==> config.mk <==
export PLATFORM = sky130hd
export DESIGN_NAME = adc_pulse_source_flat
export DESIGN_NICKNAME = d
export VERILOG_FILES = /design/src/rtl/adc_pulse_source_if.sv /design/src/rtl/adc_pulse_source.sv /design/src/flat_wrapper.sv
export SDC_FILE = /design/constraint.sdc
export NUM_CORES = 1
export LEC_CHECK = 0
export ABC_CLOCK_PERIOD_IN_PS = 4800
export CORE_MARGIN = 2
export CORE_UTILIZATION = 55
export CTS_BUF_LIST = sky130_fd_sc_hd__clkbuf_4
export CTS_CLUSTER_SIZE = 28
export DETAILED_ROUTE_END_ITERATION = 12
export HOLD_SLACK_MARGIN = 0.08
export PLACE_DENSITY = 0.86
export SLEW_MARGIN = 20
export SYNTH_ARGS = -nofsm -noshare
export SYNTH_HDL_FRONTEND = slang
export SYNTH_SLANG_ARGS = --single-unit
==> constraint.sdc <==
create_clock -name clk -period 4.8 [get_ports clk]
set_input_delay 0.96 -clock clk [delete_from_list [all_inputs] [get_ports clk]]
set_output_delay 0.96 -clock clk [all_outputs]
set_load 0.005 [all_outputs]
==> src/rtl/adc_pulse_source_if.sv <==
// Bus bundle for adc_pulse_source: trigger handshake, sample strobe and synthesised outputs.
// Handshake: a trigger transfers on a clk edge where trig_valid && trig_ready; trig_valid may
// be held across edges and trig_amp must be stable while it is high. trig_ready is decoded from state.
interface adc_pulse_source_if #(
  parameter int DATA_W = 12
);
  logic              sample_en;
  logic              trig_valid;
  logic [DATA_W-1:0] trig_amp;
  logic              trig_ready;
  logic [DATA_W-1:0] adc_data;
  logic              busy;
  logic [15:0]       pulse_cnt;
  logic [1:0]        state_dbg;

  modport master (
    output sample_en, trig_valid, trig_amp,
    input  trig_ready, adc_data, busy, pulse_cnt, state_dbg
  );

  modport slave (
    input  sample_en, trig_valid, trig_amp,
    output trig_ready, adc_data, busy, pulse_cnt, state_dbg
  );
endinterface

==> src/rtl/adc_pulse_source.sv <==
// Detector-like ADC sample synthesiser: linear rise of 2^RISE_SHIFT samples followed by an
// exponential tail (tau ~ 2^DECAY_SHIFT) on top of a constant baseline, with pile-up support.
module adc_pulse_source #(
  parameter int DATA_W      = 12,
  parameter int FRAC_W      = 8,
  parameter int DECAY_SHIFT = 4,
  parameter int RISE_SHIFT  = 2,
  parameter int BASELINE    = 100
) (
  input  logic               clk,
  input  logic               reset,
  adc_pulse_source_if.slave  bus
);

  localparam int ACC_W    = DATA_W + 1 + FRAC_W;
  localparam int INT_W    = DATA_W + 1;
  localparam int STEP_SH  = FRAC_W - RISE_SHIFT;
  localparam int CNT_W    = RISE_SHIFT + 1;
  localparam int RISE_LEN = 1 << RISE_SHIFT;

  localparam logic [CNT_W-1:0]  RISE_LAST = CNT_W'(RISE_LEN - 1);
  localparam logic [DATA_W+1:0] BASE_EXT  = (DATA_W + 2)'(BASELINE);
  localparam logic [DATA_W+1:0] ADC_MAX   = (DATA_W + 2)'((1 << DATA_W) - 1);
  localparam logic [DATA_W-1:0] ADC_RST   = DATA_W'(BASELINE);

  typedef enum logic [1:0] {
    IDLE  = 2'd0,
    RISE  = 2'd1,
    DECAY = 2'd2
  } state_t;

  state_t            state;
  state_t            state_next;
  logic [ACC_W-1:0]  acc;
  logic [ACC_W-1:0]  acc_next;
  logic [ACC_W-1:0]  amp_reg;
  logic [CNT_W-1:0]  step_cnt;
  logic [CNT_W-1:0]  step_cnt_next;
  logic [DATA_W-1:0] adc_data;
  logic [DATA_W-1:0] adc_next;
  logic [15:0]       pulse_cnt;

  logic              trig_ready;
  logic              accept;
  logic [ACC_W:0]    rise_sum;
  logic [ACC_W-1:0]  rise_acc;
  logic [ACC_W-1:0]  decay_acc;
  logic              decay_int_zero;
  logic [INT_W-1:0]  acc_next_int;
  logic [DATA_W+1:0] base_sum;

  assign trig_ready = ((state == IDLE) || (state == DECAY)) && reset;
  assign accept     = bus.trig_valid && trig_ready;

  // Rise saturates at all-ones so stacked full-scale pulses can never wrap the accumulator.
  assign rise_sum       = {1'b0, acc} + {1'b0, amp_reg};
  assign rise_acc       = rise_sum[ACC_W] ? {ACC_W{1'b1}} : rise_sum[ACC_W-1:0];
  assign decay_acc      = acc - (acc >> DECAY_SHIFT);
  assign decay_int_zero = (decay_acc[ACC_W-1:FRAC_W] == '0);

  always_comb begin
    acc_next = acc;
    if (bus.sample_en) begin
      case (state)
        IDLE:    acc_next = '0;
        RISE:    acc_next = rise_acc;
        DECAY:   acc_next = (decay_int_zero && !accept) ? '0 : decay_acc;
        default: acc_next = '0;
      endcase
    end
  end

  // A trigger always wins over the tail reaching zero; the decay of that edge still lands.
  always_comb begin
    state_next    = state;
    step_cnt_next = step_cnt;
    if (accept) begin
      state_next    = RISE;
      step_cnt_next = '0;
    end else if (bus.sample_en) begin
      case (state)
        RISE: begin
          if (step_cnt == RISE_LAST) begin
            state_next    = DECAY;
            step_cnt_next = '0;
          end else begin
            step_cnt_next = step_cnt + 1'b1;
          end
        end
        DECAY: begin
          if (decay_int_zero) state_next = IDLE;
        end
        default: state_next = IDLE;
      endcase
    end
  end

  assign acc_next_int = acc_next[ACC_W-1:FRAC_W];
  assign base_sum     = BASE_EXT + {1'b0, acc_next_int};
  assign adc_next     = (base_sum > ADC_MAX) ? ADC_MAX[DATA_W-1:0] : base_sum[DATA_W-1:0];

  always_ff @(posedge clk) begin
    if (!reset) begin
      state     <= IDLE;
      acc       <= '0;
      amp_reg   <= '0;
      step_cnt  <= '0;
      adc_data  <= ADC_RST;
      pulse_cnt <= '0;
    end else begin
      state    <= state_next;
      step_cnt <= step_cnt_next;
      if (bus.sample_en) begin
        acc      <= acc_next;
        adc_data <= adc_next;
      end
      if (accept) begin
        amp_reg   <= ACC_W'(bus.trig_amp) << STEP_SH;
        pulse_cnt <= pulse_cnt + 16'd1;
      end
    end
  end

  assign bus.trig_ready = trig_ready;
  assign bus.adc_data   = adc_data;
  assign bus.busy       = (state != IDLE);
  assign bus.pulse_cnt  = pulse_cnt;
  assign bus.state_dbg  = state;

endmodule

==> src/flat_wrapper.sv <==
// flat-port wrapper written by rule: the top's interface ports become plain ports
module adc_pulse_source_flat 
#(
  parameter int DATA_W      = 12,
  parameter int FRAC_W      = 8,
  parameter int DECAY_SHIFT = 4,
  parameter int RISE_SHIFT  = 2,
  parameter int BASELINE    = 100
)
  (clk, reset, bus_sample_en, bus_trig_valid, bus_trig_amp, bus_trig_ready, bus_adc_data, bus_busy, bus_pulse_cnt, bus_state_dbg);
  adc_pulse_source_if #(.DATA_W(DATA_W)) bus_i ();
  input  logic clk;
  input  logic reset;
  input wire logic [$bits(bus_i.sample_en)-1:0] bus_sample_en;
  input wire logic [$bits(bus_i.trig_valid)-1:0] bus_trig_valid;
  input wire logic [$bits(bus_i.trig_amp)-1:0] bus_trig_amp;
  output wire logic [$bits(bus_i.trig_ready)-1:0] bus_trig_ready;
  output wire logic [$bits(bus_i.adc_data)-1:0] bus_adc_data;
  output wire logic [$bits(bus_i.busy)-1:0] bus_busy;
  output wire logic [$bits(bus_i.pulse_cnt)-1:0] bus_pulse_cnt;
  output wire logic [$bits(bus_i.state_dbg)-1:0] bus_state_dbg;
  assign bus_i.sample_en = bus_sample_en;
  assign bus_i.trig_valid = bus_trig_valid;
  assign bus_i.trig_amp = bus_trig_amp;
  assign bus_trig_ready = bus_i.trig_ready;
  assign bus_adc_data = bus_i.adc_data;
  assign bus_busy = bus_i.busy;
  assign bus_pulse_cnt = bus_i.pulse_cnt;
  assign bus_state_dbg = bus_i.state_dbg;
  adc_pulse_source #(.DATA_W(DATA_W), .FRAC_W(FRAC_W), .DECAY_SHIFT(DECAY_SHIFT), .RISE_SHIFT(RISE_SHIFT), .BASELINE(BASELINE)) u_core (.clk(clk), .reset(reset), .bus(bus_i));
endmodule
* Word level (Yosys, flattened, before mapping)
Cells that the tools add are included.
** Word-level totals
- Register bits after elaboration :: 66
** Operators by class
- Bitwise logic cells :: 1
- Magnitude comparators :: 1
- Muxes and demuxes :: 11
- Reductions and logical operators :: 13
- Eq/ne operators :: 7
- Add/subtract/negate cells :: 5
** Operator list (count)
- 21-bit two-way mux :: 3
- 21-bit case mux with 2 select lines :: 1
- 21-bit by 18-bit adder with 22-bit output :: 1
- 21-bit by 17-bit subtractor with 21-bit output :: 1
- 16-bit by 1-bit adder with 16-bit output (second input constant) :: 1
- 7-bit by 13-bit adder with 14-bit output (first input constant) :: 1
- 14-bit by 12-bit greater-than comparator with 1-bit output (second input constant) :: 1
- 13-bit logical NOT :: 1
- 12-bit two-way mux :: 1
- 3-bit by 1-bit inequality test with 1-bit output (second input constant) :: 2
- 3-bit AND reduction :: 2
- 2-bit two-way mux :: 2
- 2-bit by 1-bit inequality test with 1-bit output (second input constant) :: 2
- 2-bit case mux with 2 select lines :: 1
- 2-bit nonzero test :: 2
- 3-bit by 1-bit adder with 3-bit output (second input constant) :: 1
- 3-bit by 2-bit equality test with 1-bit output (second input constant) :: 1
- 1-bit logical AND :: 3
- 3-bit two-way mux :: 1
- 2-bit by 1-bit equality test with 1-bit output (second input constant) :: 1
- 2-bit equality test (second input constant) :: 1
- 2-bit logical NOT :: 1
- 1-bit two-way mux :: 2
- 2-bit AND reduction :: 1
- other kinds (4) :: 4

* Logic depth before layout (Yosys ltp)
Gate-level depths: netlist of run 1.
- Word-level depth :: 12
- Gate-level depth with buffers :: 17

* Worst setup path before layout of run 1
Ideal clock, no wire load.
- Path kind :: reg2reg
- Start :: register u_core.acc[4]
- End :: register u_core.adc_data[5], in the netlist u_core.bus.adc_data[5]
- Path slack :: 1.189 ns
- Library setup time :: 0.128 ns
- Cell stages (with the launch flop) :: 15
- Arrival :: 3.483 ns
- Path buffers :: 1
- Cell sequence :: dfxtp_1 -> ha_1 -> inv_1 -> fa_1 -> a21o_1 -> a221oi_2 -> nor2_1 -> or4_1 -> and3_1 -> o21ai_1 -> o211ai_1 -> or4_1 -> a21oi_2 -> buf_6 -> a32oi_1
** Between the ends
- Longest elaborated chain between the ends :: 9
** RTL lines
- from (decl) :: line adc_pulse_source.sv:34 : logic [ACC_W-1:0] acc;
- from (signal assigned) :: line adc_pulse_source.sv:114 : acc <= acc_next;
- 21-bit by 17-bit subtractor with 21-bit output :: line adc_pulse_source.sv:58 : assign decay_acc = acc - (acc >> DECAY_SHIFT);
- 13-bit logical NOT :: line adc_pulse_source.sv:59 : assign decay_int_zero = (decay_acc[ACC_W-1:FRAC_W] == '0);
- 1-bit logical AND :: line adc_pulse_source.sv:67 : DECAY: acc_next = (decay_int_zero && !accept) ? '0 : decay_acc;
- 21-bit two-way mux :: line adc_pulse_source.sv:67
- 21-bit case mux with 2 select lines * :: line adc_pulse_source.sv:64 : case (state)
- 21-bit two-way mux * :: line adc_pulse_source.sv:63 : if (bus.sample_en) begin
- 7-bit by 13-bit adder with 14-bit output * :: line adc_pulse_source.sv:99 : assign base_sum = BASE_EXT + {1'b0, acc_next_int};
- 14-bit by 12-bit greater-than comparator with 1-bit output :: line adc_pulse_source.sv:100 : assign adc_next = (base_sum > ADC_MAX) ? ADC_MAX[DATA_W-1:0] : base_sum[DATA_W-1:0];
- 12-bit two-way mux * :: line adc_pulse_source.sv:100
- to (signal assigned) :: line adc_pulse_source.sv:115 : adc_data <= adc_next;
- to (decl) :: line adc_pulse_source.sv:39 : logic [DATA_W-1:0] adc_data;
Mark *: on every way between the ends. The rest lies on a longest branch, timed or not.
A chain may end at the register's enable or synchronous reset.

* Worst setup path in the final report of run 1
- Start :: register u_core.acc[4]
- End :: register u_core.adc_data[2], in the netlist u_core.bus.adc_data[2]
Same word-level chain as after synthesis.

==> flow_metrics.tcl, run 1 <==
set metrics [dict create \
    final.setup.worst_slack_ns 0.318 \
    worstMarginPinSlew_ns 0.861 \
    antenna_found_initial 0 \
    syn_area_per_cell_um2 7.65 \
    placementRows 35 \
    finalSetupViolCount 0 \
    drt-initial-drc-count 429 \
    cts_hold_buf 0 \
    overflow 0 \
    ir_drop_mv 0.168 \
    drtPass1Iterations 5 \
    wire_per_inst_um 19.1 \
    cp.arrival_ns 4.77 \
    cp.required_ns 5.08 \
    post_cts_buffers 0 \
    synth_cell_types 69 \
    ant_nets 0 \
    wirelength_um 15600 \
    powerDensity_mw_per_mm2 219 \
    utilization_pct 64.1 \
    num-fill-cells 813 \
    dpl-instance-area_mm2 0.00565 \
    io_pins 48 \
    ys.flop_type "dfxtp_1" \
    nets 756 \
    intPower_mw 0.922 \
    drv_slew 0 \
    start_kind "flop" \
    grt_use_total_pct 31.6 \
    yosys_warnings 0 \
    path_max_fanout 12 \
    cts_max_level 3 \
    cts_sinks 66 \
    hold_viol 0 \
    die_w_um 100 \
    cp_slowest_cell "or4_1" \
    crit_family "compound AO/OA/AOI/OAI gates" \
    synth_fp_nets 719 \
    comb_power_share_pct 16.3 \
    dp_worst_setup_slack_ns 0.252 \
    switching_share_pct 28.0 \
    core_mm2 0.00911 \
    pwr-share-seq_pct 44.9 \
    synth_cells 665 \
    relSlewSlack_pct 42.6 \
    largest_reg_flops 21 \
    start_util_pct 55.9 \
    regArea_mm2 0.00132 \
    maxCapViolations 0 \
    status "finished, final reports clean" \
    cts_tree "built" \
    gp_congestion 0.986 \
    multi_input_comb_area_mm2 0.00350 \
    crit_top_cell "or4_1" \
    cts_buffers 9 \
    die_area_mm2 0.0100 \
    tns_ns 0 \
    cpPeakStageDelay_ns 0.56 \
    grt_max_degree 66 \
    placed_cells 802 \
    grt_pass1_vias 4975 \
    synth_edf_count 0 \
    largest_register "u_core.acc" \
    area.growth.synth_to_final_pct 14.9 \
    ys_seq_area_share_pct 26.0 \
    power_mw 1.28 \
    rsz0062_at_grt "no" \
    design_area_mm2 0.00584 \
    mostFrequentLayoutCells "nand2_1, dfxtp_1, o21ai_0" \
    vias 5273 \
    cts.path.max_buffers 2 \
    dp.final_hpwl_um 11900 \
    worstSkewPairLatency_ns 0.42 \
    p_sw_mw 0.358 \
    path_class "flop to flop" \
    cp_cell_sequence "ha_1 -> inv_1 -> fa_1 -> a21o_1 -> a221oi_2 -> nor2_1 -> or4_1 -> and3_1 -> o21ai_1 -> o211ai_1 -> or4_1 -> a21oi_2 -> a41oi_1" \
    crit_buf_inv 1 \
    ys_ff_latch 66 \
    synth-async-reset-ratio_pct 0 \
    drive_gt1_share_pct 6.65 \
    min_path_type "flop to flop" \
    fin_crit_sh_pct 93.4 \
    diodes 0 \
    reg_top3 "u_core.acc: 21 flops, u_core.bus.pulse_cnt: 16 flops" \
    layoutNonFillerInstCount 818 \
    port_buffers 47 \
    cts-resized-gates 0 \
    cts_root_buffer "clkbuf_4" \
    max_freq_ghz 0.223 \
    final_common_cell "nand2_1" \
    die_y_um 100 \
    end_kind "flop" \
    p_leak_nw 2.24 \
    drcViolationCount 0 \
    grt_pass1_wl_um 25200 \
    min_period_ns 4.48 \
    clk_pin_slew_ns 0.13 \
    power_frac_clock_pct 38.9 \
    synth_area_mm2 0.00509 \
    hold_ws_ns 0.447 \
    finClkSkew_ns 0.0213 \
    via_per_inst 6.45 \
]
-- cells in the mapped netlist, drive strengths merged (12+ instances only) --
cell | count | area share (%)
nor2 | 40 | 3.0
nor3 | 16 | 1.6
a31oi | 12 | 1.5
ha | 36 | 8.9
and2 | 24 | 3.0
nand3 | 23 | 2.3
nand2 | 73 | 5.4
a21oi | 35 | 3.5
xnor2 | 27 | 4.6
o211ai | 12 | 1.8
and3 | 14 | 1.7
clkbuf | 33 | 2.4
o21ai | 57 | 5.6
inv | 30 | 2.2
dfxtp | 66 | 26
-- path summary, 6_finish.rpt --
check,from,end,slack (ns),cells after the start
worst max-delay path,u_core.acc[4]$_SDFFE_PN0P_,u_core.bus.adc_data[2]$_SDFFE_PN1P_,0.32,13
worst min-delay path,u_core.step_cnt[2]$_SDFFE_PP0P_,u_core.step_cnt[2]$_SDFFE_PP0P_,0.45,2
worst max register to register,u_core.acc[4]$_SDFFE_PN0P_,u_core.bus.adc_data[2]$_SDFFE_PN1P_,0.32,13
worst min register to register,u_core.step_cnt[2]$_SDFFE_PP0P_,u_core.step_cnt[2]$_SDFFE_PP0P_,0.45,2
-- layer usage --
layer | vias up | share of wire [%] | global-route usage [%]
met5 | - | 0 | 0
met4 | 0 | 3.6 | 13.2
met3 | 41 | 7.3 | 5.01
met2 | 224 | 46 | 50.0
met1 | 2491 | 43 | 42.8
li1 | 2517 | - | -
-- cell type report --
| cell class | count | share of cell area (%) |
|---|---|---|
| clock inverters | 7 | 2.14 |
| flip-flops and latches | 66 | 22.6 |
| clock buffers | 9 | 1.16 |
| repair buffers | 61 | 9.76 |
| well taps | 111 | 2.38 |
| inverters | 31 | 1.99 |
| multi-input cells | 533 | 60.0 |
-- cell families after synthesis --
group | count (synthesis) | share of synthesized area (%)
and+or+nand+nor | 248 | 24.6
AOI/OAI and AO/OA | 206 | 27.3
buffers and inverters | 66 | 5.16
DFF | 66 | 26.0
adders and majority gates | 38 | 9.64
xor gates and xnor gates | 36 | 6.20
muxes | 5 | 1.06
-- worst reg2reg max path, stage by stage, from the launching register on --
cell and delay (ns):
dfxtp_1 0.40, ha_1 0.19, inv_1 0.05, fa_1 0.41, a21o_1 0.21, a221oi_2 0.47
nor2_1 0.25, or4_1 0.53, and3_1 0.23, o21ai_1 0.21, o211ai_1 0.14, or4_1 0.56
a21oi_2 0.47, a41oi_1 0.20
-- power groups by stage --
| stage | combinational (mW) | clock [mW] | sequential (mW) |
|---|---|---|---|
| floorplan | 0.128 | 0 | 0.584 |
| global route | 0.228 | 0.521 | 0.576 |
| finish | 0.208 | 0.497 | 0.574 |
| detailed placement | 0.203 | 0 | 0.586 |
| global placement | 0.201 | 0 | 0.586 |
| CTS | 0.205 | 0.501 | 0.574 |
No activity file was read; power rests on OpenSTA's default activity.
==> run 2: changes to the inputs <==
Settings changed: CTS_CLUSTER_DIAMETER from default to 30, TNS_END_PERCENT from default to 1.
==> results of run 2 <==
Final layout, timing and power as in run 1 (identical DEF).
